## config.mk

```make
export PLATFORM = sky130hd
export DESIGN_NAME = dmem_arbiter
export DESIGN_NICKNAME = d
export VERILOG_FILES = /design/src/rtl/dmem_pkg.sv /design/src/rtl/dmem_rd_tag_pipe.sv /design/src/rtl/dmem_arbiter.sv
export SDC_FILE = /design/constraint.sdc
export NUM_CORES = 1
export LEC_CHECK = 0
export CORE_AREA = 4 4 163 165
export DETAILED_ROUTE_END_ITERATION = 12
export DIE_AREA = 0 0 167 169
export SYNTH_ARGS = -nofsm -noshare
export SYNTH_HDL_FRONTEND = slang
export SYNTH_SLANG_ARGS = --single-unit
```

## constraint.sdc

```tcl
create_clock -name clk -period 1.4 [get_ports clk]
set_input_delay 0.21 -clock clk [delete_from_list [all_inputs] [get_ports clk]]
set_output_delay 0.21 -clock clk [all_outputs]
set_load 0.005 [all_outputs]
```

## src/rtl/dmem_pkg.sv

```systemverilog
// Shared definitions for the data-memory arbiter: memory geometry, port ids and read tag.
package dmem_pkg;

   localparam int DMEM_ADDR_W = 8;
   localparam int DMEM_DATA_W = 64;
   localparam int DMEM_RD_LAT = 2;

   localparam logic PORT_CPU = 1'b0;
   localparam logic PORT_NIC = 1'b1;

   typedef struct packed {
      logic vld;
      logic port;
   } rd_tag_t;

endpackage

```

## src/rtl/dmem_rd_tag_pipe.sv

```systemverilog
// LAT-deep shift register of read tags matching the dmem read latency; clr_i empties it.
module dmem_rd_tag_pipe
   import dmem_pkg::*;
#(
   parameter int LAT = DMEM_RD_LAT
) (
   input  logic    clk,
   input  logic    clr_i,
   input  rd_tag_t tag_i,
   output rd_tag_t tag_o
);

   rd_tag_t pipe_q [LAT];
   rd_tag_t pipe_d [LAT];

   always_comb begin
      pipe_d[0] = tag_i;
      for (int i = 1; i < LAT; i++) begin
         pipe_d[i] = pipe_q[i-1];
      end
   end

   always_ff @(posedge clk) begin
      for (int i = 0; i < LAT; i++) begin
         if (clr_i) begin
            pipe_q[i] <= '0;
         end else begin
            pipe_q[i] <= pipe_d[i];
         end
      end
   end

   assign tag_o = pipe_q[LAT-1];

endmodule

```

## src/rtl/dmem_arbiter.sv

```systemverilog
// Two-port round-robin arbiter/sequencer for dmem with read-response routing.
// `define DMEM_ARB_FIXED_PRIO_EN for fixed priority (port 0 always wins contention).
module dmem_arbiter
   import dmem_pkg::*;
#(
   parameter int ADDR_W = DMEM_ADDR_W,
   parameter int DATA_W = DMEM_DATA_W,
   parameter int LAT    = DMEM_RD_LAT
) (
   input  logic              clk,
   input  logic              reset,
   input  logic              p0_req,
   input  logic              p0_wr,
   input  logic [ADDR_W-1:0] p0_addr,
   input  logic [DATA_W-1:0] p0_wdata,
   output logic              p0_gnt,
   output logic              p0_rvalid,
   output logic [DATA_W-1:0] p0_rdata,
   input  logic              p1_req,
   input  logic              p1_wr,
   input  logic [ADDR_W-1:0] p1_addr,
   input  logic [DATA_W-1:0] p1_wdata,
   output logic              p1_gnt,
   output logic              p1_rvalid,
   output logic [DATA_W-1:0] p1_rdata,
   output logic              mem_en,
   output logic              mem_wr_en,
   output logic [ADDR_W-1:0] mem_addr,
   output logic [DATA_W-1:0] mem_wdata,
   input  logic [DATA_W-1:0] mem_rdata
);

   rd_tag_t tag_in;
   rd_tag_t tag_out;

`ifdef DMEM_ARB_FIXED_PRIO_EN
   always_comb begin
      p0_gnt = 1'b0;
      p1_gnt = 1'b0;
      if (!reset) begin
         p0_gnt = p0_req;
         p1_gnt = p1_req & ~p0_req;
      end
   end
`else
   logic last_gnt_q;
   logic last_gnt_d;

   // Under contention the port that did not win last time gets the slot.
   always_comb begin
      p0_gnt = 1'b0;
      p1_gnt = 1'b0;
      if (!reset) begin
         if (p0_req && p1_req) begin
            p0_gnt = (last_gnt_q == PORT_NIC);
            p1_gnt = (last_gnt_q == PORT_CPU);
         end else begin
            p0_gnt = p0_req;
            p1_gnt = p1_req;
         end
      end
   end

   always_comb begin
      last_gnt_d = last_gnt_q;
      if (p0_gnt || p1_gnt) begin
         last_gnt_d = p1_gnt ? PORT_NIC : PORT_CPU;
      end
   end

   always_ff @(posedge clk) begin
      if (reset) begin
         last_gnt_q <= PORT_NIC;
      end else begin
         last_gnt_q <= last_gnt_d;
      end
   end
`endif

   assign mem_en    = p0_gnt | p1_gnt;
   assign mem_wr_en = p1_gnt ? p1_wr    : (p0_gnt ? p0_wr    : 1'b0);
   assign mem_addr  = p1_gnt ? p1_addr  : (p0_gnt ? p0_addr  : '0);
   assign mem_wdata = p1_gnt ? p1_wdata : (p0_gnt ? p0_wdata : '0);

   assign tag_in.vld  = mem_en & ~mem_wr_en;
   assign tag_in.port = p1_gnt ? PORT_NIC : PORT_CPU;

   dmem_rd_tag_pipe #(
      .LAT (LAT)
   ) u_tag_pipe (
      .clk   (clk),
      .clr_i (reset),
      .tag_i (tag_in),
      .tag_o (tag_out)
   );

   assign p0_rvalid = ~reset & tag_out.vld & (tag_out.port == PORT_CPU);
   assign p1_rvalid = ~reset & tag_out.vld & (tag_out.port == PORT_NIC);
   assign p0_rdata  = p0_rvalid ? mem_rdata : '0;
   assign p1_rdata  = p1_rvalid ? mem_rdata : '0;

endmodule

```

==> results of run 1 <==
[sequential cells by signal, summed over array words and instances (netlist names)]
| register | cells |
|---|---|
| last_gnt_q | 1 |
| u_tag_pipe.pipe_q | 4 |
[critical path, delay by kind of cell (launching register included)]
family | cells | cell delay [ns]
buf+inv | 5 | 0.68
compound gates | 2 | 0.22
simple gates | 1 | 0.05
flops | 1 | 0.36
[logic make-up after synthesis]
family / share of synthesized area, %
flops: 4.64
compound gates: 30.7
buf+inv: 10.4
simple gates: 54.2
[layout make-up]
type | instances | area share [%]
multi-input cells | 293 | 28.2
flip-flops and latches | 5 | 1.32
repair buffers | 503 | 64.7
well taps | 330 | 4.91
clock buffers | 4 | 0.938
[layer usage]
metal,GRT usage [%],vias up,part of all wire (%)
li1,-,2160,-
met1,17.2,2198,40
met2,26.7,327,50
met3,3.32,37,7.2
met4,5.55,0,3.5
met5,0,-,0
[timing repair]
item,CTS,global route
hold endpoints to repair,0,0
hold buffers,0,0
cloned,23,7
resized for setup,1002,177
pin swaps,88,38
endpoints found under the setup margin,207,206
setup buffers,32,10
[how the worst max path moves through the flow]
| stage | from | end | cells past startpoint |
|---|---|---|---|
| floorplan | last_gnt_q | mem_wdata[54] | 5 |
| global placement | p1_req | mem_wdata[35] | 7 |
| detailed placement | p1_req | mem_wdata[35] | 7 |
| CTS | u_tag_pipe.pipe_q[1][1] | p0_rdata[54] | 7 |
| global route | last_gnt_q | mem_wdata[7] | 8 |
| finish | last_gnt_q | mem_wdata[18] | 8 |
[per-stage QoR]
step | util (%) | cell area [sq um]
3_5_place_dp | 27.5 | 6870
6_report | 33.6 | 8410
3_3_place_gp | 27.5 | 6870
5_1_grt | 33.6 | 8410
2_1_floorplan | - | 2160
4_1_cts | 31.3 | 7840
[where the power goes]
part | switching, uW | internal (uW)
clock network | 91.7 | 377
logic | 688 | 1150
registers | 7.25 | 149
[cells in the final DEF, fill, tap and decap left out, types with 2 or more instances in the layout]
cell             synthesis  final
dlymetal6s2s_1           0      2
nor3b_4                  1      2
nor2b_1                  4      4
a32oi_2                  0     21
nor2_2                   0      2
buf_4                    5     14
clkdlybuf4s50_1          0    209
a32oi_1                 73     51
clkbuf_16                0      9
buf_16                   0     16
buf_2                   24     78
nor2_1                  77     75
buf_8                    0      5
buf_12                   0     25
dfxtp_4                  0      3
buf_6                    0    146
and2_4                   0    126
dfxtp_1                  5      2
nand2_1                  4      2
==> reports/results.tsv, run 1 <==
metric	value	unit
wl	23500	microns
core_area	25000	sq um
worstReg2RegEnd	u_tag_pipe.pipe_q[0][1]	
synth_area	2160	sq um
crit_path_top_delay_cell	dfxtp_4	
holdCritStartpoint	u_tag_pipe.pipe_q[0][0]	
timing.hold.worst_endpoint	u_tag_pipe.pipe_q[1][0]	
cts_tree	yes	
initialDrtViolationCount	109	
synth_edf_count	0	
yosys.area.top_type	and2_1	
cp.required	1.19	ns
post_drt_wl_per_cell	20.7	microns
status	finished with violations	
r2r_start	last_gnt_q	
final_max_slew_viol_count	0	
fp.dieW	167	microns
synth_common_cells	and2_1, nor2_1, a32oi_1	
clk_latency	0.23	ns
worst_hold_slack	0.431	ns
grtUsageTotal	14.8	%
post-place-ws	-0.787	ns
post_synth_num_cell_types	17	
ys_seq_area_share	4.64	%
cts.clk_slew.worst_paths	0.03	ns
finalCritPeriodShare	125	%
crit_top_cell	buf_12	
port_buffers	419	
relSlewSlack	73.5	%
htree_levels	1	
antenna_found_initial	0	
yosysTopAreaCellShare	36.5	%
start_util	8.62	%
synthMostInstantiatedCell	and2_1	
reg2reg_depth	6	
power	2460	uW
worstSetupPathType	register to output pin	
setup_slack	-0.350	ns
gp_congestion	0.877	
syn_inst	345	
fillerInstances	2649	
drt.antenna.violating_nets	0	
rsz0062_at_grt	true	
r2r_setup_slack	0.11	ns
cp_max_fo	4	
crit_arrival	1.54	ns
whs_path_depth	1	
dieArea	28200	sq um
leakage	0.00372	uW
io_pins	420	
ys.flop_type	dfxtp_1	
path_cells	a21boi_4 > buf_6 > buf_12 > buf_12 > clkbuf_16 > a32oi_1 > nor2_1 > buf_2	
maxCapViolCount	0	
diodes	0	
die_y	169	microns
worst_pin_slew	0.397	ns
grt_max_degree	45	
cpPeakStageDelay	0.36	ns
ys_warn_count	0	
grt_pass1_wl	32200	microns
nets	1020	
cts_buffer_depth	2	
max_freq	0.571	GHz
synth_area_leaders	and2_1, a32oi_1, nor2_1	
synth.net_count	559	
finClkSkew	0.000401	ns
vias	4722	
cts_buffers	3	
seqCellArea	111	sq um
stdcell_count	1135	
dp.cells	1073	
avgSynthCellArea	6.26	sq um
cts.sink_count	5	
cp-start-kind	register	
finalSetupTns	-51.55	ns
powerDensity	293	nW/um^2
failed_checks	setup timing	
dr.pass1.iters	4	
synth-seq-cells	5	
root_buffer	clkbuf_16	
end_kind	output pin	
layout_min_cycle_time	1.75	ns
synthToLayoutAreaGrowth	290	%
ys_async_sr_fraction	0	%
drive_gt1_share	56.4	%
grt_pass1_vias	5056	
worstHoldPathType	register to register	
drc	0	
vdd_drop_max	0.000456	V
setup_viol	203	
avgViaCountPerCell	4.16	
num_rows	58	
dp_hpwl	15600	microns
multi_input_area	2370	sq um
grt-ovfl-total	0	
final-hold-violation-count	0	
No activity file was read; power rests on OpenSTA's default activity.
==> inputs of run 2 (changes only) <==
--- a/config.mk
+++ b/config.mk
@@ -8,6 +8,7 @@
 export CORE_AREA = 4 4 163 165
 export DETAILED_ROUTE_END_ITERATION = 12
 export DIE_AREA = 0 0 167 169
+export REMOVE_ABC_BUFFERS = 1
 export SYNTH_ARGS = -nofsm -noshare
 export SYNTH_HDL_FRONTEND = slang
 export SYNTH_SLANG_ARGS = --single-unit
==> run 2 against run 1 <==
The flow still finishes with violations (setup timing). Register-to-register slack improved by 0.06 ns. Core utilization up 1.0 points. Routed wire length up 15%. Critical path depth fell by 1. Die area stayed put. Global-route usage rose by 2.7 points. Largest power group unchanged. Setup slack worse by 0.047 ns. Critical path type unchanged. Highest routed layer is now met5. Final cell count increased by 1.9%. Total power increased by 3.5%. Non-clock buffer count up 21. Hold slack is essentially flat.
==> reports/results.tsv, run 2 (synthesis results as in run 1) <==
metric	value	unit	change
avgViaCountPerCell	4.13		-0.82%
power_frac_seq	6.1	%	-0.2 points
hold_buffers	0		unchanged
die_y	169	microns	unchanged
fillerInstances	2577		-2.7%
grt_max_degree	43		-4.4%
finClkSkew	0.000920	ns	+0.000518 ns
final_common_cell	clkdlybuf4s50_1		
status	finished with violations		
grt-ovfl-total	0		unchanged
drive_gt1_share	58.6	%	+2.2 points
root_buffer	clkbuf_16		
p_clk_share	18.4	%	-0.6 points
nets	1041		+2.1%
drc	0		unchanged
path_cells	nand2b_4 > buf_12 > buf_16 > buf_8 > a32oi_1 > nor2_1 > buf_2		
cp.required	1.19	ns	about the same
cpPeakStageDelay	0.35	ns	about the same
cp-start-kind	register		
clk_latency	0.23	ns	about the same
topRoutingLayerUsed	met5		
start_util	8.62	%	unchanged
htree_levels	1		unchanged
dr.pass1.iters	6		+2
port_buffers	419		unchanged
rsz0062_at_grt	true		
relSlewSlack	64.3	%	-9.2 points
grtUsageTotal	17.5	%	+2.7 points
setup_slack	-0.397	ns	-0.0471 ns
top_register	u_tag_pipe.pipe_q		
fp.dieW	167	microns	unchanged
final_max_slew_viol_count	0		unchanged
antenna_found_initial	1		+1
wl	26900	microns	+15%
grt_pass1_wl	36900	microns	+15%
end_kind	output pin		
cts_tree	yes		
final_cell_mix	clkdlybuf4s50_1, buf_6, and2_4		
initialDrtViolationCount	174		+60%
diodes	0		unchanged
worstHoldPathType	register to register		
post_drt_wl_per_cell	23.3	microns	+13%
max_freq	0.556	GHz	-2.6%
p_int	1730	uW	+2.9%
gp_congestion	0.882		+0.54%
setup.worst_path.start	last_gnt_q		
dieArea	28200	sq um	unchanged
multi_input_area	2430	sq um	+2.6%
cp_max_fo	8		+4
vias	4770		+1.0%
worstSetupPathType	register to output pin		
finalCritPeriodShare	128	%	+3.4 points
drt.antenna.violating_nets	0		unchanged
crit_buf_inv	4		-1
core_area	25000	sq um	unchanged
grt_pass1_vias	5099		+0.85%
layout_min_cycle_time	1.80	ns	+0.0471 ns
met3WireLength	1980	microns	+17%
final-hold-violation-count	0		unchanged
worst_pin_slew	0.535	ns	+0.138 ns
crit_path_top_delay_cell	dfxtp_4		
failed_checks	setup timing		
cts.clk_slew.worst_paths	0.03	ns	about the same
r2r_start	last_gnt_q		
maxCapViolCount	0		unchanged
vdd_drop_max	0.000279	V	-39%
combPwrFrac	75.5	%	+0.9 points
sw_frac_of_total	32.3	%	+0.41 points
seqCellArea	106	sq um	-4.5%
largest_reg_flops	4		unchanged
holdCritStartpoint	u_tag_pipe.pipe_q[0][1]		
reg_top3	u_tag_pipe.pipe_q x4, last_gnt_q x1		
num_rows	58		unchanged
power.net_switching	825	uW	+4.8%
power	2550	uW	+3.5%
cts_buffers	3		unchanged
dp_hpwl	19100	microns	+22%
leakage	0.00382	uW	+2.7%
io_pins	420		unchanged
setup_viol	203		unchanged
post-place-ws	-0.865	ns	-0.0780 ns
cts.sink_count	5		unchanged
synthToLayoutAreaGrowth	301	%	
crit_family	buffers and inverters		
m1WireLength	10900	microns	+17%
cts_buffer_depth	2		unchanged
wl_met2	13500	microns	+16%
powerDensity	295	nW/um^2	+0.52%
crit_arrival	1.59	ns	+0.05 ns
==> run 2: per-stage QoR <==
step	hold WS (ns)	TNS [ns]	std cells	utilization [%]	instance area, sq um
5_1_grt	0.439	-60.12	1156	34.6	8660
2_1_floorplan	0.282	-105.95	298	-	1930
3_3_place_gp	0.420	-111.08	1080	27.8	6970
3_5_place_dp	0.426	-110.19	1080	27.8	6970
6_report	0.431	-47.83	1156	34.6	8660
4_1_cts	0.434	-54.95	1157	33.2	8310
==> run 2: final timing paths <==
kind / endpoint / slack (ns) / cells past startpoint
max: mem_wdata[55] / -0.40 / 7
min reg2reg: u_tag_pipe.pipe_q[1][1] / 0.43 / 1
max reg2reg: u_tag_pipe.pipe_q[0][1] / 0.17 / 6
min: u_tag_pipe.pipe_q[1][1] / 0.43 / 1
==> run 2: repair_timing <==
action	CTS	global route
cloned	25	0
resized for setup	1074	123
pin swaps	138	94
endpoints found under the hold margin	0	0
setup buffers	51	16
endpoints found under the setup margin	207	204
==> run 2: per-layer routing <==
metal	vias up	GRT usage [%]
met2	291	32.0
li1	2201	-
met1	2248	21.1
met4	2	3.74
met3	28	3.81
met5	-	0
==> run 2: power groups by stage <==
stage               Clock, uW  Combinational [uW]  Sequential, uW
detailed placement          0                1560             159
global placement            0                1560             158
global route              493                2040             157
floorplan                   0                 305             157
finish                    469                1930             157
CTS                       479                1850             157
==> run 2: layout make-up <==
class	instances	area share, %
clock buffers	3	0.867
clock inverters	1	0.0578
multi-input cells	293	28.1
flip-flops and latches	5	1.23
well taps	330	4.77
repair buffers	524	65.0
==> inputs of run 3 (changes only) <==
--- a/config.mk
+++ b/config.mk
@@ -5,10 +5,13 @@
 export SDC_FILE = /design/constraint.sdc
 export NUM_CORES = 1
 export LEC_CHECK = 0
+export ABC_AREA = 1
 export CORE_AREA = 4 4 163 165
 export DETAILED_ROUTE_END_ITERATION = 12
 export DIE_AREA = 0 0 167 169
+export PLACE_DENSITY = 0.44
 export REMOVE_ABC_BUFFERS = 1
 export SYNTH_ARGS = -nofsm -noshare
 export SYNTH_HDL_FRONTEND = slang
 export SYNTH_SLANG_ARGS = --single-unit
+export TNS_END_PERCENT = 10
==> run 3 against run 2 <==
The run still ends with setup timing left. Die area unchanged. Synthesized cell count increased by 35%. Via count decreased by 6.6%. Combinational power decreased by 19%. Maximum frequency increased by 4.2%. Final cell count increased by 9.9%. First-iteration DRC count decreased by 43%. Clock skew about the same. Clock power about the same. Critical path depth increased by 1. Total power decreased by 14%. Sequential share of layout area increased by 0.25 points. Critical path type unchanged. Highest routed layer unchanged.
==> reports/results.tsv, run 3 <==
metric	value	unit	change
status	finished with violations		
failed_checks	setup timing		
cts_buffers	3		unchanged
end_kind	output pin		
wl	21800	microns	-19%
worst_pin_slew	0.241	ns	-0.294 ns
layout_min_cycle_time	1.72	ns	-0.0729 ns
use_met1	15.3	%	-5.8 points
synth-seq-cells	5		unchanged
final_max_slew_viol_count	0		unchanged
dp_hpwl	18300	microns	-4.1%
ys.flop_type	dfxtp_1		
drc	0		unchanged
fp.dieW	167	microns	unchanged
nets	1155		+11%
synth_common_cells	nand2_1, nor2_1, inv_1		
avgSynthCellArea	4.43	sq um	-29%
synth_area	2070	sq um	-4.1%
setup_slack	-0.324	ns	+0.0729 ns
grt_pass1_vias	4626		-9.3%
root_buffer	clkbuf_16		
drt.antenna.violating_nets	0		unchanged
cp_max_fo	9		+1
dieArea	28200	sq um	unchanged
crit_arrival	1.51	ns	-0.08 ns
synth_edf_count	0		unchanged
fillerInstances	2868		+11%
yosys.area.top_type	nand2_1		
top_register	u_tag_pipe.pipe_q		
seqCellArea	106	sq um	unchanged
p_clk_share	21.4	%	+3.0 points
vias	4457		-6.6%
rsz0062_at_grt	true		
use_met3	4.13	%	+0.33 points
power.net_switching	698	uW	-15%
synthToLayoutAreaGrowth	248	%	
cp.required	1.19	ns	about the same
ys_async_sr_fraction	0	%	unchanged
worst_hold_slack	0.282	ns	-0.149 ns
cp-start-kind	register		
initialDrtViolationCount	100		-43%
largest_reg_flops	4		unchanged
maxCapViolCount	0		unchanged
post_synth_num_cell_types	19		+2
leakage	0.00419	uW	+9.7%
final_cell_mix	clkdlybuf4s50_1, nand2_1, buf_2		
grt_max_degree	26		-40%
cts_tree	yes		
vdd_drop_max	0.000238	V	-15%
sw_frac_of_total	31.7	%	-0.61 points
num_rows	58		unchanged
htree_levels	1		unchanged
grt_pass1_wl	30000	microns	-19%
powerDensity	305	nW/um^2	+3.7%
gp_congestion	0.832		-5.6%
busiest_layer	met2		
yosysTopAreaCellShare	39.7	%	+3.2 points
syn_inst	467		+35%
dr.pass1.iters	4		-2
worstHoldPathType	input pin to register		
cts.sink_count	5		unchanged
setup_viol	184		-9.4%
io_pins	420		unchanged
relSlewSlack	83.9	%	+20 points
core_area	25000	sq um	unchanged
finalCritPeriodShare	123	%	-5.2 points
final_common_cell	clkdlybuf4s50_1		
antenna_found_initial	2		+1
cts.clk_slew.worst_paths	0.03	ns	about the same
drive_gt1_share	41.3	%	-17 points
avgViaCountPerCell	3.51		-15%
power	2200	uW	-14%
worstSetupPathType	register to output pin		
grtUsageMet2	26.1	%	-5.9 points
combPwrFrac	71.3	%	-4.2 points
grtUsageTotal	14.0	%	-3.5 points
start_util	8.27	%	-0.35 points
multi_input_area	1780	sq um	-27%
finClkSkew	0.000638	ns	-0.000282 ns
synthMostInstantiatedCell	nand2_1		
post_drt_wl_per_cell	17.2	microns	-26%
power_frac_seq	7.2	%	+1.1 points
post-place-ws	-0.845	ns	+0.0205 ns
grt-ovfl-total	0		unchanged
cts_buffer_depth	2		unchanged
port_buffers	419		unchanged
clk_latency	0.23	ns	about the same
die_y	169	microns	unchanged
synth_area_leaders	nand2_1, nor2_1, inv_1		
final-hold-violation-count	0		unchanged
ys_warn_count	0		unchanged
p_int	1500	uW	-13%
reg_top3	u_tag_pipe.pipe_q x4, last_gnt_q x1		
ys_seq_area_share	4.83	%	+0.20 points
max_freq	0.580	GHz	+4.2%
run 3: cells by family after synthesis:
logic type             Yosys count  share of synthesized area [%]
AND/OR/NAND/NOR                357                           66.1
AO/OA/AOI/OAI                    2                          0.604
flip-flops                       5                           4.83
buffers and inverters          103                           28.5
run 3: final timing paths:
kind	from	to	slack, ns	cells past startpoint
setup / recovery	last_gnt_q	mem_wdata[2]	-0.32	8
hold / removal	p0_req	last_gnt_q	0.28	2
setup reg to reg	last_gnt_q	u_tag_pipe.pipe_q[0][1]	0.13	9
hold reg to reg	u_tag_pipe.pipe_q[0][1]	u_tag_pipe.pipe_q[1][1]	0.39	2
run 3: worst max-delay path, cell delays in order, from the launching register on:
cell and delay, ns:
dfxtp_2 0.35, nand2_4 0.06, nand3_4 0.12, clkinv_8 0.07
buf_4 0.15, buf_12 0.13, nand2_1 0.08, nand2_1 0.09
clkdlybuf4s15_2 0.23
run 3: what timing repair did:
action	CTS	global route
hold buffers	0	0
pin swaps	7	5
setup endpoints to repair	206	206
setup buffers	13	22
cloned	4	3
gates resized for setup	605	291
hold endpoints to repair	0	0
run 3: final cells by class:
cell class	count	share of cell area, %
multi-input combinational	359	24.7
tap	330	5.73
timing repair buffer	497	62.8
sequential	5	1.48
inverter	75	4.18
clock buffer	4	1.09
antenna	1	0.0347
run 3: power by group through the flow:
stage / Clock [uW] / Combinational, uW / Sequential [uW]
5_1_grt: 494 / 1710 / 160
3_5_place_dp: 0 / 1500 / 159
4_1_cts: 484 / 1490 / 159
6_report: 472 / 1570 / 159
3_3_place_gp: 0 / 1510 / 158
2_1_floorplan: 0 / 302 / 157
run 3: through the flow:
step / std cells / TNS [ns] / utilization (%) / instance area [sq um]
global route: 1271 / -43.01 / 28.8 / 7210
floorplan: 439 / -19.14 / - / 1770
detailed placement: 1224 / -148.06 / 27.0 / 6760
finish: 1271 / -29.79 / 28.8 / 7210
global placement: 1224 / -149.98 / 27.0 / 6760
CTS: 1245 / -45.85 / 27.1 / 6770
run 3: layer usage:
layer  wire (microns)  part of all wire [%]
met5               13                 0.060
met4              623                   2.9
met3             1910                   8.7
met2            11000                    51
met1             8210                    38
